**config.mk**
```make
export PLATFORM = sky130hd
export DESIGN_NAME = pipeline_ctrl_flat
export DESIGN_NICKNAME = d
export VERILOG_FILES = /design/src/rtl/pipeline_ctrl_pkg.sv /design/src/rtl/pipeline_ctrl_if.sv /design/src/rtl/pipeline_ctrl_hazard_detect.sv /design/src/rtl/pipeline_ctrl.sv /design/src/flat_wrapper.sv
export SDC_FILE = /design/constraint.sdc
export NUM_CORES = 1
export LEC_CHECK = 0
export CAP_MARGIN = 0
export CORE_MARGIN = 3
export CORE_UTILIZATION = 47
export DETAILED_ROUTE_END_ITERATION = 10
export PLACE_DENSITY = 0.8
export SYNTH_ARGS = -nofsm -noshare
export SYNTH_HDL_FRONTEND = slang
export SYNTH_SLANG_ARGS = --single-unit
export TNS_END_PERCENT = 50
```
**constraint.sdc**
```tcl
create_clock -name clk -period 2.9 [get_ports clk]
set_input_delay 0.58 -clock clk [delete_from_list [all_inputs] [get_ports clk]]
set_output_delay 0.58 -clock clk [all_outputs]
set_load 0.005 [all_outputs]
```
**src/rtl/pipeline_ctrl_pkg.sv**
```systemverilog
// Shared definitions for the 5-stage pipeline sequencer: FSM state encodings
// and the HALT opcode used by the ID-stage decoder.
package pipeline_ctrl_pkg;

  typedef enum logic [2:0] {
    IDLE   = 3'd0,
    RUN    = 3'd1,
    DRAIN  = 3'd2,
    HALTED = 3'd3
  } state_t;

  localparam logic [5:0] HALT_OPCODE = 6'b111111;

endpackage

```
**src/rtl/pipeline_ctrl_if.sv**
```systemverilog
// Hazard inputs from the datapath and per-stage latch enables/flushes back to it.
// master = sequencer side, slave = datapath side.
interface pipeline_ctrl_if #(
  parameter int REG_ADDR_BITS = 5
);
  logic [REG_ADDR_BITS-1:0] id_rs;
  logic [REG_ADDR_BITS-1:0] id_rt;
  logic                     id_uses_rt;
  logic                     id_halt;
  logic                     ex_mem_read;
  logic [REG_ADDR_BITS-1:0] ex_reg_w;
  logic                     mem_branch_taken;

  logic pc_en;
  logic if_id_en;
  logic id_ex_en;
  logic ex_mem_en;
  logic mem_wb_en;
  logic if_id_flush;
  logic id_ex_flush;
  logic ex_mem_flush;

  modport master (
    input  id_rs, id_rt, id_uses_rt, id_halt, ex_mem_read, ex_reg_w, mem_branch_taken,
    output pc_en, if_id_en, id_ex_en, ex_mem_en, mem_wb_en,
           if_id_flush, id_ex_flush, ex_mem_flush
  );

  modport slave (
    output id_rs, id_rt, id_uses_rt, id_halt, ex_mem_read, ex_reg_w, mem_branch_taken,
    input  pc_en, if_id_en, id_ex_en, ex_mem_en, mem_wb_en,
           if_id_flush, id_ex_flush, ex_mem_flush
  );
endinterface

```
**src/rtl/pipeline_ctrl_hazard_detect.sv**
```systemverilog
// Load-use comparator: a load in EX writing a register the ID instruction reads.
// Register 0 is hardwired, so a load targeting it never creates a hazard.
module pipeline_ctrl_hazard_detect #(
  parameter int REG_ADDR_BITS = 5
) (
  input  logic                     ex_mem_read,
  input  logic [REG_ADDR_BITS-1:0] ex_reg_w,
  input  logic [REG_ADDR_BITS-1:0] id_rs,
  input  logic [REG_ADDR_BITS-1:0] id_rt,
  input  logic                     id_uses_rt,
  output logic                     load_use
);

  always_comb begin
    load_use = ex_mem_read && (ex_reg_w != '0) &&
               ((ex_reg_w == id_rs) || (id_uses_rt && (ex_reg_w == id_rt)));
  end

endmodule

```
**src/rtl/pipeline_ctrl.sv**
```systemverilog
// Central sequencer for the 5-stage pipeline: latch enables/flushes, HALT drain,
// continuous or single-step operation, and advanced-cycle counting.
module pipeline_ctrl
  import pipeline_ctrl_pkg::*;
#(
  parameter int REG_ADDR_BITS = 5,
  parameter int DRAIN_CYCLES  = 3,
  parameter int CNT_WIDTH     = 32
) (
  input  logic                 clk,
  input  logic                 rst,
  input  logic                 start,
  input  logic                 run_mode,
  input  logic                 step_req,
  pipeline_ctrl_if.master      bus,
  output logic                 halted,
  output logic [2:0]           state_out,
  output logic [CNT_WIDTH-1:0] cycle_count
);

  localparam int DW = (DRAIN_CYCLES > 1) ? $clog2(DRAIN_CYCLES) : 1;

  state_t        state;
  logic [DW-1:0] drain_cnt;
  logic          step_q;
  logic          step_edge;
  logic          advance;
  logic          load_use;
  logic          halt_accept;
  logic [7:0]    ctl;

  pipeline_ctrl_hazard_detect #(
    .REG_ADDR_BITS(REG_ADDR_BITS)
  ) u_hazard (
    .ex_mem_read(bus.ex_mem_read),
    .ex_reg_w   (bus.ex_reg_w),
    .id_rs      (bus.id_rs),
    .id_rt      (bus.id_rt),
    .id_uses_rt (bus.id_uses_rt),
    .load_use   (load_use)
  );

  // ctl = {pc, if_id, id_ex, ex_mem, mem_wb enables, if_id, id_ex, ex_mem flushes}
  always_comb begin
    step_edge   = step_req && !step_q;
    advance     = ((state == RUN) || (state == DRAIN)) && (run_mode || step_edge);
    halt_accept = !bus.mem_branch_taken && !load_use && bus.id_halt;
    ctl         = '0;
    if (advance) begin
      unique case (state)
        RUN: begin
          if (bus.mem_branch_taken) ctl = 8'b11111_111;
          else if (load_use)        ctl = 8'b00111_010;
          else if (bus.id_halt)     ctl = 8'b01111_110;
          else                      ctl = 8'b11111_000;
        end
        DRAIN:   ctl = 8'b01111_110;
        default: ctl = '0;
      endcase
    end
  end

  always_comb begin
    bus.pc_en        = ctl[7];
    bus.if_id_en     = ctl[6];
    bus.id_ex_en     = ctl[5];
    bus.ex_mem_en    = ctl[4];
    bus.mem_wb_en    = ctl[3];
    bus.if_id_flush  = ctl[2];
    bus.id_ex_flush  = ctl[1];
    bus.ex_mem_flush = ctl[0];
    halted           = (state == HALTED);
    state_out        = state;
  end

  always_ff @(posedge clk or posedge rst) begin
    if (rst) begin
      state       <= IDLE;
      drain_cnt   <= '0;
      step_q      <= 1'b0;
      cycle_count <= '0;
    end else begin
      step_q <= step_req;
      if (advance) cycle_count <= cycle_count + CNT_WIDTH'(1);
      unique case (state)
        IDLE: if (start) state <= RUN;
        RUN: begin
          if (advance && halt_accept) begin
            state     <= DRAIN;
            drain_cnt <= DW'(DRAIN_CYCLES - 1);
          end
        end
        DRAIN: begin
          // Counter reaching zero still needs one more advance to empty MEM/WB.
          if (advance) begin
            if (drain_cnt == '0) state <= HALTED;
            else                 drain_cnt <= drain_cnt - DW'(1);
          end
        end
        HALTED:  state <= HALTED;
        default: state <= IDLE;
      endcase
    end
  end

endmodule

```
**src/flat_wrapper.sv**
```systemverilog
// flat-port wrapper written by rule: the top's interface ports become plain ports
module pipeline_ctrl_flat import pipeline_ctrl_pkg::*;
#(
  parameter int REG_ADDR_BITS = 5,
  parameter int DRAIN_CYCLES  = 3,
  parameter int CNT_WIDTH     = 32
)
  (clk, rst, start, run_mode, step_req, halted, state_out, cycle_count, bus_id_rs, bus_id_rt, bus_id_uses_rt, bus_id_halt, bus_ex_mem_read, bus_ex_reg_w, bus_mem_branch_taken, bus_pc_en, bus_if_id_en, bus_id_ex_en, bus_ex_mem_en, bus_mem_wb_en, bus_if_id_flush, bus_id_ex_flush, bus_ex_mem_flush);
  pipeline_ctrl_if #(.REG_ADDR_BITS(REG_ADDR_BITS)) bus_i ();
  input  logic clk;
  input  logic rst;
  input  logic start;
  input  logic run_mode;
  input  logic step_req;
  output logic halted;
  output logic [2:0] state_out;
  output logic [CNT_WIDTH-1:0] cycle_count;
  input wire logic [$bits(bus_i.id_rs)-1:0] bus_id_rs;
  input wire logic [$bits(bus_i.id_rt)-1:0] bus_id_rt;
  input wire logic [$bits(bus_i.id_uses_rt)-1:0] bus_id_uses_rt;
  input wire logic [$bits(bus_i.id_halt)-1:0] bus_id_halt;
  input wire logic [$bits(bus_i.ex_mem_read)-1:0] bus_ex_mem_read;
  input wire logic [$bits(bus_i.ex_reg_w)-1:0] bus_ex_reg_w;
  input wire logic [$bits(bus_i.mem_branch_taken)-1:0] bus_mem_branch_taken;
  output wire logic [$bits(bus_i.pc_en)-1:0] bus_pc_en;
  output wire logic [$bits(bus_i.if_id_en)-1:0] bus_if_id_en;
  output wire logic [$bits(bus_i.id_ex_en)-1:0] bus_id_ex_en;
  output wire logic [$bits(bus_i.ex_mem_en)-1:0] bus_ex_mem_en;
  output wire logic [$bits(bus_i.mem_wb_en)-1:0] bus_mem_wb_en;
  output wire logic [$bits(bus_i.if_id_flush)-1:0] bus_if_id_flush;
  output wire logic [$bits(bus_i.id_ex_flush)-1:0] bus_id_ex_flush;
  output wire logic [$bits(bus_i.ex_mem_flush)-1:0] bus_ex_mem_flush;
  assign bus_i.id_rs = bus_id_rs;
  assign bus_i.id_rt = bus_id_rt;
  assign bus_i.id_uses_rt = bus_id_uses_rt;
  assign bus_i.id_halt = bus_id_halt;
  assign bus_i.ex_mem_read = bus_ex_mem_read;
  assign bus_i.ex_reg_w = bus_ex_reg_w;
  assign bus_i.mem_branch_taken = bus_mem_branch_taken;
  assign bus_pc_en = bus_i.pc_en;
  assign bus_if_id_en = bus_i.if_id_en;
  assign bus_id_ex_en = bus_i.id_ex_en;
  assign bus_ex_mem_en = bus_i.ex_mem_en;
  assign bus_mem_wb_en = bus_i.mem_wb_en;
  assign bus_if_id_flush = bus_i.if_id_flush;
  assign bus_id_ex_flush = bus_i.id_ex_flush;
  assign bus_ex_mem_flush = bus_i.ex_mem_flush;
  pipeline_ctrl #(.REG_ADDR_BITS(REG_ADDR_BITS), .DRAIN_CYCLES(DRAIN_CYCLES), .CNT_WIDTH(CNT_WIDTH)) u_core (.clk(clk), .rst(rst), .start(start), .run_mode(run_mode), .step_req(step_req), .bus(bus_i), .halted(halted), .state_out(state_out), .cycle_count(cycle_count));
endmodule
```
Yosys cells after proc, flatten, opt, wreduce, memory -nomap -nowiden
Cells that the tools add are included.
{ "totals": {"ff_bits": 38, "latch_bits": 0, "ramBits": 0, "romBits": 0, "input_bits": 24, "wordCells": 50, "mem_count": 0} }
{ "classes": {"addsub": 2, "mul": 0, "div": 0, "order_cmp": 0, "eq_ne": 10, "n_shift": 0, "n_mux": 14, "bitwise": 0, "n_reduce_logical": 20} }
{ "ops": {"columns": ["op", "n"], "rows": [
  ["adder 32 x 1 -> 32 bit (second input constant)", 1],
  ["2-to-1 mux 8 bit", 4],
  ["case mux 8 bit (2 select lines)", 1],
  ["2-to-1 mux 3 bit", 4],
  ["case mux 3 bit (4 select lines)", 1],
  ["== test 5 bit", 2],
  ["logical AND 1 bit", 8],
  ["inequality test 2 bit (second input constant)", 4],
  ["AND reduction 4 bit", 2],
  ["== test 3 x 2 -> 1 bit (second input constant)", 2],
  ["2-to-1 mux 2 bit", 3],
  ["nonzero test 5 bit", 1],
  ["case mux 2 bit (2 select lines)", 1],
  ["== test 3 x 1 -> 1 bit (second input constant)", 1],
  ["logical NOT 1 bit", 3],
  ["logical NOT 3 bit", 1],
  ["logical OR 1 bit", 3],
  ["logical NOT 2 bit", 1],
  ["inequality test 2 x 1 -> 1 bit (second input constant)", 1],
  ["nonzero test 2 bit", 1],
  ["subtractor 2 x 1 -> 2 bit (second input constant)", 1]
]} }

Logic depth before layout (Yosys ltp)
Gate-level depths: netlist of run 1.
{ "depth": {"word_depth": 10, "mapped_depth": 8, "mapped_depth_nobuf": 7} }

By module
A second synthesis of run 1 with hierarchy kept.
{ "unflattened": {"hier_cells": 195, "hier_area_um2": 2006.9} }
{ "by_module_without_submodules": {"columns": ["module", "instances", "cells_per_inst", "area_each_um2", "seq_area_each_um2"], "rows": [
  ["pipeline_ctrl", 1, 178, 1874.3, 925.9],
  ["pipeline_ctrl_hazard_detect", 1, 17, 132.6, 0.0]
]} }

Least setup slack after synthesis of run 1
No wires, ideal clock.
{ "synth_path": {"path_kind": "input -> output", "from": "input bus_ex_reg_w[0]", "to": "output bus_id_ex_flush", "t_arrival_ns": 1.783, "slack_ns": 0.537, "stages": 4, "path_buffers": 0, "path_cell_list": "or4_1 -> o21a_1 -> and2_1 -> o41a_1"} }
{ "synth_via": {"elab_chain_len": 8, "word_cells_on_any_way": 11, "cone_classes": "eq/ne (2); mux (4); reduce/logical (5)"} }
{ "synth_lines": {"columns": ["element", "line", "text"], "rows": [
  ["from (decl)", "flat_wrapper.sv:23", "input wire logic [$bits(bus_i.ex_reg_w)-1:0] bus_ex_reg_w;"],
  ["== test 5 bit", "pipeline_ctrl_hazard_detect.sv:16", "((ex_reg_w == id_rs) || (id_uses_rt && (ex_reg_w == id_rt)));"],
  ["logical AND 1 bit", "pipeline_ctrl_hazard_detect.sv:16", null],
  ["logical OR 1 bit", "pipeline_ctrl_hazard_detect.sv:16", null],
  ["logical AND 1 bit (*)", "pipeline_ctrl_hazard_detect.sv:15", "load_use = ex_mem_read && (ex_reg_w != '0) &&"],
  ["2-to-1 mux 8 bit (*)", "pipeline_ctrl.sv:53", "else if (load_use) ctl = 8'b00111_010;"],
  ["2-to-1 mux 8 bit (*)", "pipeline_ctrl.sv:52", "if (bus.mem_branch_taken) ctl = 8'b11111_111;"],
  ["case mux 8 bit (2 select lines) (*)", "pipeline_ctrl.sv:50", "unique case (state)"],
  ["2-to-1 mux 8 bit (*)", "pipeline_ctrl.sv:49", "if (advance) begin"],
  ["to (decl)", "flat_wrapper.sv:31", "output wire logic [$bits(bus_i.id_ex_flush)-1:0] bus_id_ex_flush;"]
]} }
Every way passes the cells marked *; elsewhere a longest branch is shown, timed or not.

Final worst setup path of run 1
{ "layout_path": {"from": "input bus_ex_reg_w[0]", "to": "output bus_pc_en"} }
{ "layout_via": {"elab_chain_len": 8, "word_cells_on_any_way": 11, "cone_classes": "eq/ne (2); mux (4); reduce/logical (5)"} }
{ "layout_lines": {"columns": ["element", "line", "text"], "rows": [
  ["== test 5 bit", "pipeline_ctrl_hazard_detect.sv:16", null],
  ["logical AND 1 bit", "pipeline_ctrl_hazard_detect.sv:16", null],
  ["logical OR 1 bit", "pipeline_ctrl_hazard_detect.sv:16", null],
  ["logical AND 1 bit (*)", "pipeline_ctrl_hazard_detect.sv:15", null],
  ["2-to-1 mux 8 bit (*)", "pipeline_ctrl.sv:53", null],
  ["2-to-1 mux 8 bit (*)", "pipeline_ctrl.sv:52", null],
  ["case mux 8 bit (2 select lines) (*)", "pipeline_ctrl.sv:50", null],
  ["2-to-1 mux 8 bit (*)", "pipeline_ctrl.sv:49", null],
  ["to (decl)", "flat_wrapper.sv:25", "output wire logic [$bits(bus_i.pc_en)-1:0] bus_pc_en;"]
]} }
Marks and branches as above.

==> flow_metrics.py, run 1 <==
metrics = {
    "logic_synthesis": {
        "synth_seq_cells": 37,
        "main_synth_ff_type": "dfrtp_1",
        "synthArstFlopShare_pct": 100,
        "synth_edf_count": 0,
        "synth.area.top_cells": "dfrtp_1 42%, xnor2_1 14%, ha_1 4.5%",
        "synth_area_leader_cell": "dfrtp_1",
        "synthesized_nets": 248,
        "most_common_cell_in_the_netlist": "dfrtp_1",
        "synth_seq_area_share_pct": 41.7,
        "post_synth.cell_area_avg_um2": 10.3,
        "synth-warning-count": 0,
        "post_synth_num_cell_types": 48,
        "synthDominantCellAreaShare_pct": 41.7,
        "post_synth_inst_count": 216,
        "synth.cells.most_frequent": "37 x dfrtp_1, 36 x xnor2_1, 17 x nand2_1",
        "synth.cell_area_mm2": 0.00222,
    },
    "drt": {
        "post-route-drc-count": 0,
        "avgRoutedWirePerCell_um": 14.6,
        "drtAntennaViolNets": 0,
        "via_count": 1908,
        "drt_iter0_markers": 69,
        "dr_vias_cell": 5.44,
        "wirelength_um": 5140,
        "drt_pass1_iterations": 4,
    },
    "final_layout": {
        "fillCellCount": 360,
        "flow.area_growth_from_synthesis_pct": 39.8,
        "antennaDiodeCount": 0,
        "fin_nets": 330,
        "final_layout_size_suffix_gt1_share_pct": 15.1,
    },
    "clock_network": {
        "ctsHtreeMaxLevel": 2,
        "numCtsBuffers": 5,
        "clk_pin_slew_ps": 80,
        "postCtsHoldBufs": 0,
        "clkLatencyLatePin_ps": 290,
        "tritoncts": "done",
        "clockBufferDepth": 2,
        "clock_sinks": 37,
        "postCtsSetupBuffers": 0,
        "clock-root-buffer": "clkbuf_8",
    },
    "power": {
        "finalPower_mw": 1.93,
        "maximum_vdd_ir_drop_mv": 0.482,
        "power_density_mw_per_mm2": 623,
        "leakage_nw": 1.33,
    },
    "global_routing": {
        "grt_max_degree": 38,
        "grt_overflow": 0,
        "first_global_vias": 1809,
        "antenna_found_initial": 0,
        "grt_first_pass_wirelength_um": 8370,
        "grtUsageTotal_pct": 19.2,
    },
    "min_path": {
        "holdPathStages": 1,
        "hp-class": "reg2reg",
    },
    "worst_setup_path": {
        "crit_path_max_fanout": 2,
        "worst_reg2reg_path_depth": 7,
        "cp-start-kind": "input pin",
        "endpoint": "bus_pc_en",
        "slowest_stage": "clkdlybuf4s50_1",
        "r2r_setup_slack_ps": 590,
        "setup.worst_path.class": "in2out",
        "cpPeakStageDelay_ps": 420,
        "worst_setup_path_startpoint": "bus_ex_reg_w[0]",
        "rr_endpoint": "u_core.drain_cnt[0]$_DFFE_PP0P_",
        "crit_arrival_ps": 2200,
        "required_ps": 2320,
        "timing.critical_path.cells": "clkdlybuf4s50_1 -> or4_1 -> o21a_1 -> buf_4 -> a21oi_2 -> a31o_2 -> clkdlybuf4s15_2",
        "worst_setup_path_end_kind": "output pin",
        "rr_startpoint": "u_core.state_out[1]$_DFFE_PP0P_",
    },
    "placed_design": {
        "gpl.final_weighted_congestion": 0.796,
        "io_buffers": 66,
        "dp_hpwl_um": 3880,
        "place_ws_ps": -327,
    },
    "sta": {
        "rsz0062_at_grt": "no",
        "finClkSkew_ps": 9.51,
        "layout_worst_path_cycle_share_pct": 95.8,
        "report.final.hold_viol_count": 0,
        "tightestPinTransition_ps": 541,
        "final_max_slew_viol_count": 0,
        "maxClockFrequency_mhz": 360,
        "setup_viol_count_final": 0,
        "layout_min_cycle_time_ps": 2780,
        "final.setup.worst_slack_ps": 123,
        "slew-limit-headroom_pct": 63.7,
    },
    "floorplanning": {
        "die_h_um": 74.7,
        "fp.dieArea_mm2": 0.00558,
        "core.rowCount": 24,
        "fp.coreArea_mm2": 0.00444,
        "io_count": 68,
        "start_util_pct": 49.9,
        "die_w_um": 74.7,
    },
    "run": {
        "max_cap_viol_count": 0,
    },
    "outcome": {
        "run_status": "finished, final reports clean",
    },
}
-- what timing repair did --
action / 4_1_cts / 5_1_grt
gates resized for setup: 16 / 2
pin swaps: 2 / 2
setup endpoints to repair: 4 / 3
-- logic make-up after synthesis --
family,Yosys count,share of synthesized area [%]
buffers and inverters,18,3.95
AOI/OAI and AO/OA,24,9.36
and+or+nand+nor,87,24.1
xor gates and xnor gates,41,16.2
adders and majority gates,8,4.51
DFF,37,41.7
other,1,0.169
-- through the flow --
step           TNS [ps]  instance area (um^2)  cells  util (%)  hold slack, ps
2_1_floorplan         0                  2220    216         -             468
3_3_place_gp      -1100                  3020    343      67.8             461
3_5_place_dp      -1200                  3020    343      67.8             469
4_1_cts               0                  3110    351      69.9             479
5_1_grt               0                  3100    351      69.8             506
6_report              0                  3100    351      69.8             474
-- where the power goes --
part	total [mW]	switching [mW]	internal, mW
sequential	0.662	0.0749	0.587
clock	0.353	0.187	0.166
combinational	0.917	0.435	0.482
-- worst min-delay path by stage --
stage	endpoint	slack [ps]	from
after floorplan	u_core.cycle_count[31]$_DFFE_PP0P_	470	u_core.cycle_count[31]$_DFFE_PP0P_
after global placement	u_core.cycle_count[31]$_DFFE_PP0P_	460	u_core.cycle_count[31]$_DFFE_PP0P_
after detailed placement	u_core.cycle_count[31]$_DFFE_PP0P_	470	u_core.cycle_count[31]$_DFFE_PP0P_
after global routing	u_core.cycle_count[31]$_DFFE_PP0P_	510	u_core.cycle_count[31]$_DFFE_PP0P_
final	u_core.cycle_count[31]$_DFFE_PP0P_	470	u_core.cycle_count[31]$_DFFE_PP0P_
after CTS	u_core.cycle_count[31]$_DFFE_PP0P_	480	u_core.cycle_count[31]$_DFFE_PP0P_
-- worst max-delay path, delay by kind of cell --
family / cells / cell delay, ps
buffers and inverters: 3 / 760
AND/OR/NAND/NOR: 1 / 400
AO/OA/AOI/OAI: 3 / 460
-- layout make-up --
| type | count | area [um^2] | share of cell area [%] |
|---|---|---|---|
| clock buffer | 5 | 68.8 | 2.22 |
| tap | 52 | 65.1 | 2.10 |
| inverter | 12 | 45.0 | 1.45 |
| clock inverter | 3 | 17.5 | 0.565 |
| multi-input combinational | 161 | 1220 | 39.2 |
| timing repair buffer | 81 | 763 | 24.6 |
| sequential | 37 | 926 | 29.8 |
-- per-layer routing --
metal	share of wire [%]	global-route usage, %	vias to the layer above
met5	0	0	-
met4	2.1	6.72	0
met3	6.0	4.94	13
met2	47	30.5	72
met1	45	25.5	903
li1	-	-	920
-- flip-flops by register name (all words and copies together), names as in the netlist --
name / flops
u_core.cycle_count: 32
u_core.drain_cnt: 2
u_core.state_out: 2
u_core.step_q: 1
-- cell usage in the layout (no fill, tap or decap), types with 4 or more instances in the layout --
cell type,n
dfrtp_1,37
ha_1,8
inv_1,12
nand3_1,16
nand4_1,7
nand2_1,17
a32oi_1,4
xor2_1,5
clkbuf_8,5
xnor2_1,36
and3_1,6
buf_4,15
nor2_1,11
clkdlybuf4s50_1,59
nor3_1,5
Power figures use the tool's default switching activity.
==> run 2: changes to the inputs <==
CORE_UTILIZATION = 51   (was 47)
PLACE_DENSITY = 0.86   (was 0.8)
SKIP_CTS_REPAIR_TIMING = 1   (was unset)
clock period = 3.32 ns   (was 2.9 ns; I/O delays follow)
==> run 2 against run 1 <==
  * Sequential power is 11% lower
  * Largest power group unchanged
  * Critical path depth down 1
  * Highest routed layer unchanged
  * Critical endpoint is now bus_if_id_en
  * Power shrank 12%
  * Via count shrank 1.2%
  * Non-clock buffer count decreased by 5
  * Wire length down 3.2%
  * Clock skew down 6.4 ps
  * Clock power is 9.1% lower
  * Combinational power is 15% lower
==> flow_metrics.py, run 2 (same netlist as run 1, synthesis figures left out) <==
metrics = {
    "outcome": {
        "run_status": "finished, final reports clean",
    },
    "worst_setup_path": {
        "required_ps": 2660,
        "cpPeakStageDelay_ps": 520,
        "crit_path_max_fanout": 3,
        "crit_arrival_ps": 2600,
        "worst_reg2reg_path_depth": 7,
        "setup.worst_path.class": "in2out",
        "worst_setup_path_startpoint": "bus_ex_reg_w[3]",
        "cp-start-kind": "input pin",
        "r2r_setup_slack_ps": 930,
        "rr_startpoint": "u_core.state_out[0]$_DFFE_PP0P_",
        "timing.critical_path.cells": "clkdlybuf4s50_1 -> or4_1 -> o21a_1 -> and2_1 -> a21boi_1 -> clkdlybuf4s50_1",
        "critical_path.n_buffers_inverters": 2,
        "critical_path.top_delay_family": "buffers and inverters",
        "worst_setup_path_end_kind": "output pin",
        "rr_endpoint": "u_core.drain_cnt[0]$_DFFE_PP0P_",
        "cp_common_cell": "clkdlybuf4s50_1",
        "slowest_stage": "clkdlybuf4s50_1",
    },
    "placed_design": {
        "dp_hpwl_um": 3890,
        "gpl.final_weighted_congestion": 0.799,
        "dp.cells": 336,
        "io_buffers": 66,
        "place_ws_ps": -102,
    },
    "sta": {
        "finClkSkew_ps": 3.09,
        "final_max_slew_viol_count": 0,
        "timing.setup.tns_ps": 0,
        "layout_min_cycle_time_ps": 3270,
        "report.final.hold_viol_count": 0,
        "layout_worst_path_cycle_share_pct": 98.4,
        "rsz0062_at_grt": "yes",
        "final.setup.worst_slack_ps": 51.8,
        "tightestPinTransition_ps": 555,
        "maxClockFrequency_mhz": 306,
        "setup_viol_count_final": 0,
        "slew-limit-headroom_pct": 63.0,
    },
    "clock_network": {
        "ctsHtreeMaxLevel": 2,
        "tritoncts": "done",
        "clock_sinks": 37,
        "clkLatencyLatePin_ps": 290,
        "numCtsBuffers": 5,
        "clock-root-buffer": "clkbuf_8",
        "clockBufferDepth": 2,
        "clk_pin_slew_ps": 70,
    },
    "global_routing": {
        "grtUsageTotal_pct": 20.7,
        "met1_usage_pct": 25.9,
        "grt_first_pass_wirelength_um": 8500,
        "first_global_vias": 1907,
        "grt-busiest-layer": "met2",
        "grt_util_met3_pct": 5.54,
        "grt_max_degree": 24,
        "antenna_found_initial": 0,
        "grt_overflow": 0,
        "use_met2_pct": 34.7,
    },
    "drt": {
        "post-route-drc-count": 0,
        "drt_iter0_markers": 84,
        "via_count": 1885,
        "drtAntennaViolNets": 0,
        "wirelength_um": 4980,
        "avgRoutedWirePerCell_um": 14.5,
        "dr_vias_cell": 5.50,
        "drt_pass1_iterations": 4,
    },
    "min_path": {
        "holdPathStages": 1,
        "holdPathEnd": "u_core.cycle_count[31]$_DFFE_PP0P_",
        "min-delay-start": "u_core.cycle_count[31]$_DFFE_PP0P_",
        "hp-class": "reg2reg",
    },
    "final_layout": {
        "sequential_cell_area_um2": 926,
        "layout.cells.non_filler": 343,
        "mostFrequentLayoutCell": "clkdlybuf4s50_1",
        "fin_nets": 325,
        "antennaDiodeCount": 0,
        "final_util_pct": 75.3,
        "largest_register_by_flop_count": "u_core.cycle_count",
        "largest_register_ffs": 32,
        "flow.area_growth_from_synthesis_pct": 38.6,
        "fillCellCount": 298,
        "most-common-layout-cells": "62 x clkdlybuf4s50_1, 37 x dfrtp_1, 36 x xnor2_1, 17 x nand2_1, 16 x nand3_1",
        "multi_input_comb_area_mm2": 0.00121,
        "final_layout_size_suffix_gt1_share_pct": 11.3,
    },
    "floorplanning": {
        "die_h_um": 72.0,
        "start_util_pct": 54.3,
        "core.rowCount": 23,
        "fp.dieArea_mm2": 0.00518,
        "fp.coreArea_mm2": 0.00409,
        "die_w_um": 72.0,
        "io_count": 68,
    },
    "power": {
        "maximum_vdd_ir_drop_mv": 0.412,
        "leakage_nw": 1.35,
        "power_density_mw_per_mm2": 551,
    },
    "run": {
        "max_cap_viol_count": 0,
    },
}
run 2: cell types whose count changed in the layout (fill, tap and decap cells not counted), sizes merged:
cell / before / now
buf: 17 / 10
dlygate4sd2: 3 / 0
dlymetal6s2s: 1 / 4
clkbuf: 5 / 6
clkdlybuf4s50: 59 / 62
clkdlybuf4s15: 1 / 0
clkinv: 2 / 0
run 2: worst max path at each step:
stage                 endpoint  cells past startpoint
5_1_grt           bus_if_id_en                      6
2_1_floorplan  bus_id_ex_flush                      4
4_1_cts        bus_if_id_flush                      6
6_report          bus_if_id_en                      6
3_5_place_dp   bus_if_id_flush                      6
3_3_place_gp   bus_id_ex_flush                      6
run 2: final cells by class:
type | instances | share of cell area (%)
timing repair buffer | 76 | 24.2
multi-input combinational | 161 | 39.2
inverter | 12 | 1.46
clock buffer | 6 | 2.69
clock inverter | 1 | 0.244
sequential | 37 | 30.1
tap | 50 | 2.03
run 2: power breakdown:
part / switching (mW) / internal (mW)
logic: 0.371 / 0.413
clock network: 0.157 / 0.164
registers: 0.0760 / 0.513
run 2: per-stage QoR:
step,area (um^2),power [mW],hold WS [ps]
finish,3080,1.69,471
global route,3080,1.81,508
CTS,3070,1.71,479
detailed placement,2980,1.38,469
global placement,2980,1.35,465
floorplan,2220,1.05,468
run 2: routing by layer:
| metal | vias up | wire (um) |
|---|---|---|
| met4 | 0 | 55 |
| li1 | 910 | - |
| met2 | 69 | 2450 |
| met3 | 6 | 313 |
| met5 | - | 0 |
| met1 | 900 | 2160 |
run 2: worst register-to-register path, stage by stage, from the launching register on:
cell and delay [ps]:
dfrtp_1 470, inv_1 120, ha_1 330, nor2b_1 190
o221ai_1 440, nor2_1 120, a221o_1 350, a211o_1 260
